==> src/rtl/tcam_pkg.sv <==
// rtl/tcam_pkg.sv - shared defaults, width helpers and arbiter state encoding
package tcam_pkg;

  localparam int DEF_KEY_W   = 128;
  localparam int DEF_ENTRIES = 16;
  localparam int DEF_NREQ    = 4;
  localparam int DEF_LAT     = 2;

  // Entry index width; a single-entry TCAM still gets a 1-bit index
  function automatic int idx_width(input int entries);
    return (entries > 1) ? $clog2(entries) : 1;
  endfunction

  // Requester id width; a single requester still gets a 1-bit id
  function automatic int id_width(input int nreq);
    return (nreq > 1) ? $clog2(nreq) : 1;
  endfunction

  typedef enum logic [1:0] {
    ARB   = 2'd0,
    DRAIN = 2'd1,
    WRITE = 2'd2
  } arb_state_e;

endpackage

==> src/rtl/rr_arbiter.sv <==
// rtl/rr_arbiter.sv - NREQ-wide round-robin one-hot grant with pointer advance on grant
module rr_arbiter
  import tcam_pkg::*;
#(
  parameter int NREQ = DEF_NREQ,
  parameter int ID_W = id_width(NREQ)
) (
  input  logic            clk,
  input  logic            rst_n,
  input  logic            en_i,
  input  logic [NREQ-1:0] req_i,
  output logic [NREQ-1:0] gnt_o,
  output logic [ID_W-1:0] gnt_id_o,
  output logic            gnt_valid_o
);

  logic [ID_W-1:0] ptr_q, ptr_d;
  logic            found;

  // Pick the first active requester at or after the pointer, wrapping modulo NREQ
  always_comb begin
    gnt_o    = '0;
    gnt_id_o = '0;
    found    = 1'b0;
    for (int k = 0; k < NREQ; k++) begin
      for (int i = 0; i < NREQ; i++) begin
        if (en_i && !found && req_i[i] && (i == (int'(ptr_q) + k) % NREQ)) begin
          gnt_o[i] = 1'b1;
          gnt_id_o = ID_W'(i);
          found    = 1'b1;
        end
      end
    end
  end

  assign gnt_valid_o = found;

  // Pointer moves just past the winner so it has lowest priority next time
  always_comb begin
    ptr_d = ptr_q;
    if (found) begin
      ptr_d = (int'(gnt_id_o) == NREQ - 1) ? '0 : ID_W'(int'(gnt_id_o) + 1);
    end
  end

  // Pointer register
  always_ff @(posedge clk or negedge rst_n) begin
    if (!rst_n) ptr_q <= '0;
    else        ptr_q <= ptr_d;
  end

endmodule

==> src/rtl/tcam_lookup_arbiter.sv <==
// rtl/tcam_lookup_arbiter.sv - shares one TCAM between lookup requesters and an entry-write port
module tcam_lookup_arbiter
  import tcam_pkg::*;
#(
  parameter int KEY_W   = DEF_KEY_W,
  parameter int ENTRIES = DEF_ENTRIES,
  parameter int NREQ    = DEF_NREQ,
  parameter int LAT     = DEF_LAT,
  parameter int IDX_W   = idx_width(ENTRIES),
  parameter int ID_W    = id_width(NREQ)
) (
  input  logic                  clk,
  input  logic                  resetn,
  input  logic [NREQ-1:0]       req_valid,
  input  logic [NREQ*KEY_W-1:0] req_key,
  output logic [NREQ-1:0]       req_ready,
  input  logic                  cfg_wr_valid,
  input  logic                  cfg_wr_is_mask,
  input  logic [IDX_W-1:0]      cfg_wr_addr,
  input  logic [KEY_W-1:0]      cfg_wr_data,
  output logic                  cfg_wr_ready,
  output logic                  rsp_valid,
  output logic [ID_W-1:0]       rsp_id,
  output logic                  rsp_hit,
  output logic [IDX_W-1:0]      rsp_index,
  output logic [KEY_W-1:0]      tcam_key,
  output logic                  tcam_key_valid,
  output logic                  tcam_wr_en,
  output logic                  tcam_wr_is_mask,
  output logic [IDX_W-1:0]      tcam_wr_addr,
  output logic [KEY_W-1:0]      tcam_wr_data,
  input  logic                  tcam_hit,
  input  logic [IDX_W-1:0]      tcam_hit_index
);

  arb_state_e state_q, state_d;
  logic       arb_en;
  logic       wr_take;

  logic [NREQ-1:0]  gnt;
  logic [ID_W-1:0]  gnt_id;
  logic             gnt_valid;
  logic [KEY_W-1:0] key_sel;

  // Tag pipe: stage LAT lines up with tcam_hit for the lookup it describes
  logic [LAT:0]    tag_v_q;
  logic [ID_W-1:0] tag_id_q [LAT+1];

  logic [KEY_W-1:0] key_q;
  logic             key_valid_q;
  logic             wr_en_q;
  logic             wr_is_mask_q;
  logic [IDX_W-1:0] wr_addr_q;
  logic [KEY_W-1:0] wr_data_q;
  logic             rsp_valid_q;
  logic [ID_W-1:0]  rsp_id_q;
  logic             rsp_hit_q;
  logic [IDX_W-1:0] rsp_index_q;

  rr_arbiter #(
    .NREQ (NREQ),
    .ID_W (ID_W)
  ) u_rr (
    .clk         (clk),
    .rst_n       (resetn),
    .en_i        (arb_en),
    .req_i       (req_valid),
    .gnt_o       (gnt),
    .gnt_id_o    (gnt_id),
    .gnt_valid_o (gnt_valid)
  );

  // Writes take priority: stop granting, wait for the pipe to empty, then write once
  always_comb begin
    state_d = state_q;
    arb_en  = 1'b0;
    wr_take = 1'b0;
    case (state_q)
      ARB: begin
        if (cfg_wr_valid) state_d = DRAIN;
        else              arb_en  = 1'b1;
      end
      DRAIN: begin
        if (tag_v_q == '0) state_d = WRITE;
      end
      WRITE: begin
        wr_take = 1'b1;
        state_d = ARB;
      end
      default: state_d = ARB;
    endcase
  end

  // Key of the granted requester
  always_comb begin
    key_sel = '0;
    for (int i = 0; i < NREQ; i++) begin
      if (gnt[i]) key_sel = req_key[i*KEY_W +: KEY_W];
    end
  end

  // Handshake signals are forced low while reset is held
  assign req_ready    = gnt & {NREQ{resetn}};
  assign cfg_wr_ready = wr_take & resetn;

  // FSM state register
  always_ff @(posedge clk or negedge resetn) begin
    if (!resetn) state_q <= ARB;
    else         state_q <= state_d;
  end

  // Lookup issue: key and strobe go out the cycle after the grant
  always_ff @(posedge clk or negedge resetn) begin
    if (!resetn) begin
      key_q       <= '0;
      key_valid_q <= 1'b0;
    end else begin
      key_valid_q <= gnt_valid;
      if (gnt_valid) key_q <= key_sel;
    end
  end

  // Entry write: sampled in WRITE, presented to the TCAM for one cycle after
  always_ff @(posedge clk or negedge resetn) begin
    if (!resetn) begin
      wr_en_q      <= 1'b0;
      wr_is_mask_q <= 1'b0;
      wr_addr_q    <= '0;
      wr_data_q    <= '0;
    end else begin
      wr_en_q <= wr_take;
      if (wr_take) begin
        wr_is_mask_q <= cfg_wr_is_mask;
        wr_addr_q    <= cfg_wr_addr;
        wr_data_q    <= cfg_wr_data;
      end
    end
  end

  // Tag pipe shift; reset discards every in-flight lookup
  always_ff @(posedge clk or negedge resetn) begin
    if (!resetn) begin
      tag_v_q <= '0;
      for (int i = 0; i <= LAT; i++) tag_id_q[i] <= '0;
    end else begin
      tag_v_q     <= {tag_v_q[LAT-1:0], gnt_valid};
      tag_id_q[0] <= gnt_id;
      for (int i = 1; i <= LAT; i++) tag_id_q[i] <= tag_id_q[i-1];
    end
  end

  // Response register, loaded when the tag pipe output meets the TCAM result
  always_ff @(posedge clk or negedge resetn) begin
    if (!resetn) begin
      rsp_valid_q <= 1'b0;
      rsp_id_q    <= '0;
      rsp_hit_q   <= 1'b0;
      rsp_index_q <= '0;
    end else begin
      rsp_valid_q <= tag_v_q[LAT];
      if (tag_v_q[LAT]) begin
        rsp_id_q    <= tag_id_q[LAT];
        rsp_hit_q   <= tcam_hit;
        rsp_index_q <= tcam_hit_index;
      end
    end
  end

  assign tcam_key        = key_q;
  assign tcam_key_valid  = key_valid_q;
  assign tcam_wr_en      = wr_en_q;
  assign tcam_wr_is_mask = wr_is_mask_q;
  assign tcam_wr_addr    = wr_addr_q;
  assign tcam_wr_data    = wr_data_q;
  assign rsp_valid       = rsp_valid_q;
  assign rsp_id          = rsp_id_q;
  assign rsp_hit         = rsp_hit_q;
  assign rsp_index       = rsp_index_q;

endmodule
==> config.mk <==
export PLATFORM = sky130hd
export DESIGN_NAME = tcam_lookup_arbiter
export DESIGN_NICKNAME = d
export VERILOG_FILES = /design/src/rtl/tcam_pkg.sv /design/src/rtl/rr_arbiter.sv /design/src/rtl/tcam_lookup_arbiter.sv
export SDC_FILE = /design/constraint.sdc
export NUM_CORES = 1
export LEC_CHECK = 0
export CAP_MARGIN = 20
export CELL_PAD_IN_SITES_DETAIL_PLACEMENT = 0
export CELL_PAD_IN_SITES_GLOBAL_PLACEMENT = 2
export CORE_AREA = 2 2 360 362
export DETAILED_ROUTE_END_ITERATION = 16
export DIE_AREA = 0 0 362 364
export GPL_TIMING_DRIVEN = 1
export PLACE_DENSITY_LB_ADDON = 0.1
export REMOVE_ABC_BUFFERS = 1
export SLEW_MARGIN = 30
export SYNTH_ARGS = -nofsm -noshare
export SYNTH_HDL_FRONTEND = slang
export SYNTH_HIERARCHICAL = 1
export SYNTH_SLANG_ARGS = --single-unit
==> constraint.sdc <==
create_clock -name clk -period 4.7 [get_ports clk]
set_input_delay 0.705 -clock clk [delete_from_list [all_inputs] [get_ports clk]]
set_output_delay 0.705 -clock clk [all_outputs]
set_load 0.1 [all_outputs]
# Word-level counts from Yosys, hierarchy flattened
# Cells that the tools add are included.
[totals] ff_bits=284 in_bits=657 output_inout_bits=276
[classes] n_addsub=4 eq_ne=17 n_mux=57 bitwise_logic=5 reduce_logical=72
[ops] op="128-bit 2-to-1 mux" count=4
[ops] op="32-bit logical NOT" count=4
[ops] op="1-bit logical AND" count=47
[ops] op="1-bit 2-to-1 mux" count=35
[ops] op="2-bit 2-to-1 mux" count=17
[ops] op="3-bit == test, first input constant" count=6
[ops] op="1-bit logical NOT" count=15
[ops] op="2-bit by 3-bit == test with 1-bit output, first input constant" count=3
[ops] op="2-bit OR reduction" count=3
[ops] op="2-bit by 1-bit adder with 2-bit output, second input constant" count=2
[ops] op="2-bit adder, second input constant" count=2
[ops] op="4-bit bitwise AND" count=1
[ops] op="2-bit by 1-bit == test with 1-bit output, second input constant" count=2
[ops] op="2-bit == test, first input constant" count=2
[ops] op="2-bit != test, second input constant" count=2
[ops] op="2-bit one-hot mux with 2 select lines" count=1
[ops] op="1-bit bitwise AND, first input constant" count=3
[ops] op="3-bit logical NOT" count=1
[ops] op="1-bit by 2-bit == test with 1-bit output, first input constant" count=1
[ops] op="2-bit == test, second input constant" count=1
[ops] op="2-bit logical NOT" count=1
[ops] op="2-bit AND reduction" count=1
[ops] op="1-bit bitwise AND" count=1

# Logic depth before layout (Yosys ltp)
[logic_depth] word_depth=82 depth_mapped=11 depth_no_buf=8

# Hierarchy
# The synthesis kept the hierarchy.
[by_module_without_submodules] module="tcam_lookup_arbiter" instances=1 cells_per_inst=1331 area_per_inst_um2=14292.5 seq_area_each_um2=7031.7
[by_module_without_submodules] module="rr_arbiter" instances=1 cells_per_inst=45 area_per_inst_um2=326.6 seq_area_each_um2=50.0

# Worst setup path before layout
# Ideal clock, no wire load.
[synth_path] path_type="input to output" start="in cfg_wr_valid" end="out req_ready[3]" arrival_time_ps=2979 required_ps=3995 path_slack_ps=1016 path_stages=6 path_buffers=2 path_cell_list="nor3_1 -> nand2_1 -> nor3_1 -> clkbuf_1 -> buf_2 -> and2_1"
[synth_between] elab_chain_len=81 elab_cells_between_ends=84 classes_between="21 x mux; 1 x bitwise; 62 x reduce/logical"
[synth_rtl] element="start, declared" line_no="tcam_lookup_arbiter.sv:17" text="input logic cfg_wr_valid,"
[synth_rtl] element="1-bit 2-to-1 mux *" line_no="tcam_lookup_arbiter.sv:80" text="if (cfg_wr_valid) state_d = DRAIN;"
[synth_rtl] element="1-bit 2-to-1 mux *" line_no="tcam_lookup_arbiter.sv:78" text="case (state_q)"
[synth_rtl] element="1-bit logical AND (2 in series)" line_no="rr_arbiter.sv:27" text="if (en_i && !found && req_i[i] && (i == (int'(ptr_q) + k) % NREQ)) begin"
[synth_rtl] element="1-bit 2-to-1 mux" line_no="rr_arbiter.sv:27"
[synth_rtl] element="1-bit logical NOT" line_no="rr_arbiter.sv:27"
[synth_rtl] element="1-bit logical AND (3 in series)" line_no="rr_arbiter.sv:27"
[synth_rtl] element="1-bit 2-to-1 mux" line_no="rr_arbiter.sv:27"
[synth_rtl] element="1-bit logical NOT" line_no="rr_arbiter.sv:27"
[synth_rtl] element="(+59 left out)"
[synth_rtl] element="1-bit logical NOT" line_no="rr_arbiter.sv:27"
[synth_rtl] element="1-bit logical AND (3 in series)" line_no="rr_arbiter.sv:27"
[synth_rtl] element="1-bit 2-to-1 mux" line_no="rr_arbiter.sv:27"
[synth_rtl] element="1-bit logical NOT" line_no="rr_arbiter.sv:27"
[synth_rtl] element="1-bit logical AND (3 in series)" line_no="rr_arbiter.sv:27"
[synth_rtl] element="1-bit 2-to-1 mux *" line_no="rr_arbiter.sv:27"
[synth_rtl] element="named net gnt[3]" line_no="tcam_lookup_arbiter.sv:40" text="logic [NREQ-1:0] gnt;"
[synth_rtl] element="4-bit bitwise AND *" line_no="tcam_lookup_arbiter.sv:103" text="assign req_ready = gnt & {NREQ{resetn}};"
[synth_rtl] element="end, declared" line_no="tcam_lookup_arbiter.sv:16" text="output logic [NREQ-1:0] req_ready,"
# Mark *: on every way through the listed nets, which the timed path passes. The rest lies on a longest branch.

# Final worst setup path
[layout_path] start="in req_valid[0]" end="out req_ready[2]"
[layout_between] elab_chain_len=74 elab_cells_between_ends=77 classes_between="18 x mux; 1 x bitwise; 58 x reduce/logical"
[layout_rtl] element="start, declared" line_no="tcam_lookup_arbiter.sv:14" text="input logic [NREQ-1:0] req_valid,"
[layout_rtl] element="1-bit logical AND (2 in series)" line_no="rr_arbiter.sv:27"
[layout_rtl] element="1-bit 2-to-1 mux" line_no="rr_arbiter.sv:27"
[layout_rtl] element="1-bit logical NOT" line_no="rr_arbiter.sv:27"
[layout_rtl] element="1-bit logical AND (3 in series)" line_no="rr_arbiter.sv:27"
[layout_rtl] element="1-bit 2-to-1 mux" line_no="rr_arbiter.sv:27"
[layout_rtl] element="1-bit logical NOT" line_no="rr_arbiter.sv:27"
[layout_rtl] element="1-bit logical AND (3 in series)" line_no="rr_arbiter.sv:27"
[layout_rtl] element="1-bit 2-to-1 mux" line_no="rr_arbiter.sv:27"
[layout_rtl] element="(+50 left out)"
[layout_rtl] element="1-bit logical NOT" line_no="rr_arbiter.sv:27"
[layout_rtl] element="1-bit logical AND (3 in series)" line_no="rr_arbiter.sv:27"
[layout_rtl] element="1-bit 2-to-1 mux" line_no="rr_arbiter.sv:27"
[layout_rtl] element="1-bit logical NOT" line_no="rr_arbiter.sv:27"
[layout_rtl] element="1-bit logical AND (3 in series)" line_no="rr_arbiter.sv:27"
[layout_rtl] element="1-bit 2-to-1 mux *" line_no="rr_arbiter.sv:27"
[layout_rtl] element="named net gnt[2]" line_no="tcam_lookup_arbiter.sv:40"
[layout_rtl] element="4-bit bitwise AND *" line_no="tcam_lookup_arbiter.sv:103"
# Marks and branches as above.

==> results.md <==
* DR vias/cell at 3.776
* Port Buf Inserts at 932
* Final #Nets at 2907
* CTS Hold Bufs at 0
* Worst setup EP type: output pin
* Die Footprint at 131800 um^2
* Register-to-Register Setup Slack at 1880 ps
* Clock Pin Slew Worst Setup and Hold Paths at 50 ps
* RSZ-0062 raised after global routing: false
* Initial Util at 11.39%
* Post-synth top area share at 48.44%
* Number of synthesized flops with an enable pin at 0
* Tcrit/Tclk final at 75.54%
* Drt first pass iters at 5
* Combinational Power Share at 65.3%
* Footprint of the multi-input gates at 6629 um^2
* Share of cells above drive strength 1 at 16.46%
* Global route overflow at 0
* Post-DP Area at 24970 um^2
* Maximum clock frequency at 281.7 MHz
* Clk_lat worst skew at 600 ps
* Design Area, Final at 26610 um^2
* Area delta synth->final at 82.05%
* H-tree Lvls at 2
* Filler Cell Count at 14010
* Critical path fanouts, max at 7
* Switching share of power at 59.53%
* Commonest register cell after synthesis: dfrtp_1
* Number of DRC markers in iteration 0 at 543
* Die Y-Extent at 364 um
* Cells after synthesis at 1376
* WHS at 75.10 ps
* Yosys warns at 6
* CP startpoint kind: input pin
* GRT Total Usage at 13.96%
* Post-CTS Setup Bufs at 0
* Via count of the routed design at 15050
* Part of the power in the clock network at 16.1%
* Netlist cell types at 42
* Antenna-violating nets left at 0
* Sequential fraction of the synthesis area at 48.44%
* Largest net degree at the start of global routing at 151
* Clk buf depth at 3
* DRC at 0
* Die width at 362 um
* Clock sink total at 283
* Leak at 9.754 nW
* Path depth of the worst reg2reg path at 7
* Critical Path RT at 3990 ps
* Sequential power share at 18.6%
* Initial antenna violation count at 63
* Slew headroom at 30.07%
* # rows at 132
* Seq. cell area at 7082 um^2
* Worst hold-check path type: input pin to asynchronous set/reset pin
* Core area at 128300 um^2
* Gp weighted congestion at 0.7565
* Final min period at 3550 ps
* Setup WS pre-CTS at 1092 ps
* Synth top cells by count: 283 x dfrtp_1, 255 x nand3b_1, 133 x nand2_1
* NetSw at 0.01393 W
* Num CTS Buffers at 44
* Simple-gate area share of the yosys netlist at 17.61%
* First-pass GRT wire length at 129800 um
* Post-CTS sizing at 0
* Final setup fails at 0
* Outcome: finished, final reports clean
* Ys async rst share at 100.0%
* CTS tree: done
* PD cells at 879.3 nW/um^2
* Root buf cell: clkbuf_16
* R2r startpoint: u_rr/ptr_q[0]
* Io pins at 933
* R2r endpoint: tcam_key[17]
* Layout Cells excl Fill at 3987
* Critical setup path kind: input pin to output pin
* Top-count cell post-synth: dfrtp_1
* Fin. max-slew vios at 0
* Max VDD drop at 0.3068 mV
* Crit. Startpoint: req_valid[0]
* Final HPWL DP at 71810 um
* Complex-gate fraction of the synthesized area at 15.40%
* Avg Inst Size Synth at 10.62 um^2
* Vias in the first global route at 16090
* Wire length per cell at 24.23 um
* Largest family of logic cells by synthesized area: simple AND/OR/NAND/NOR gates
* WL final at 96590 um
* Crit path arrival time at 2850 ps
* Crit path capture: req_ready[2]
* Worst Tran Pin Value at 1046 ps
* Post-synth top area cell: dfrtp_1
* Clock Skew at 18.71 ps
* Xor and xnor area share after synthesis at 0%
* Total design power at 0.02340 W
* Yosys reg bits at 283
* Post-synthesis mux area share at 12.07%
* Endpoints failing hold at 0
* Max-cap viol count at 0
* Top cells by area, synth: dfrtp_1 48%, nand3b_1 13%, mux2_2 6.9%, a31oi_1 5.5%, mux2_4 5.1%
* Internal at 0.009470 W
* Placed Instances at 3879
* Mapped cell area at 14620 um^2
* Synth Area in Adders at 0%
* Final setup margin at 1150 ps
==> worst max-delay path, cell delays in order <==
cell             delay [ps]
clkdlybuf4s50_1         520
nor2b_4                 180
o311a_4                 390
or2_0                   260
a21oi_4                 280
and2_1                  290
buf_12                  210
==> layer usage <==
metal / GRT usage, % / part of all wire (%)
met1: 13.86 / 35
met2: 25.12 / 51
met5: 0 / 0.46
met4: 4.845 / 2.9
met3: 6.898 / 11
==> metrics by stage <==
| stage | setup TNS (ps) | util, % |
|---|---|---|
| after floorplan | -1767650 | - |
| after global placement | 0 | 19.84 |
| after detailed placement | 0 | 19.46 |
| after CTS | 0 | 20.71 |
| after global routing | 0 | 20.72 |
| final | 0 | 20.74 |
==> registers in the layout (all words and copies together), names as in the netlist <==
signal           cells
rsp_hit              1
tag_id_q             6
tag_v_q              3
tcam_key           128
rsp_id               2
rsp_index            4
state_q              2
tcam_wr_data       128
tcam_wr_is_mask      1
u_rr/ptr_q           2
rsp_valid            1
tcam_wr_en           1
tcam_wr_addr         4
==> logic make-up after synthesis <==
| kind of cell | after synthesis |
|---|---|
| AOI/OAI and AO/OA | 406 |
| muxes | 140 |
| and+or+nand+nor | 412 |
| buffers and inverters | 135 |
| DFF | 283 |
==> cell type report <==
cell class / instances / share of cell area [%]
Inverter: 4 / 0.07522
Sequential cell: 283 / 26.61
Antenna cell: 27 / 0.2539
Clock inverter: 17 / 1.105
Multi-Input combinational cell: 958 / 24.91
Timing Repair Buffer: 959 / 34.22
Tap cell: 1675 / 7.875
Clock buffer: 64 / 4.950
==> power by group through the flow <==
| stage | Clock (W) | Sequential, W | Combinational, W |
|---|---|---|---|
| after floorplan | 0 | 0.0130 | 0.00271 |
| after global placement | 0 | 0.00440 | 0.0160 |
| after detailed placement | 0 | 0.00441 | 0.0155 |
| after CTS | 0.00398 | 0.00438 | 0.0156 |
| after global routing | 0.00406 | 0.00452 | 0.0158 |
| final | 0.00377 | 0.00436 | 0.0153 |
==> layout by cell type (no fill, tap or decap), types with 2 or more instances in the layout <==
cell type        synthesis  layout
clkdlybuf4s50_1          0     806
clkbuf_8                 0      12
inv_1                    4       3
diode_2                  0      27
buf_12                  16      12
dfrtp_1                283     283
clkbuf_16                0      45
a21oi_1                132     131
nor2b_4                  1       2
clkinv_2                 0       7
a31oi_1                128     128
bufinv_16                0       7
buf_4                   11      34
and2_1                   6       6
nand3b_1               255     255
inv_6                    0       2
nand2_1                133     133
o21ai_0                110     110
o21ai_1                 22      22
a211oi_1                 2       2
buf_2                   36     105
nor2_1                   3       2
clkbuf_1                49       7
nor3_1                   3       2
o221ai_1                 2       2
mux2_4                  50      50
mux2_2                  90      90
inv_16                   0       2
==> worst min-delay path by stage <==
stage,to,slack (ps)
2_1_floorplan,tag_id_q[0],330
3_3_place_gp,tag_id_q[3],340
3_5_place_dp,tag_id_q[2],340
4_1_cts,tcam_wr_data[68],100
5_1_grt,tcam_wr_data[68],80
6_report,tcam_wr_data[71],80
Note: power is estimated with default switching activity, not from simulation.
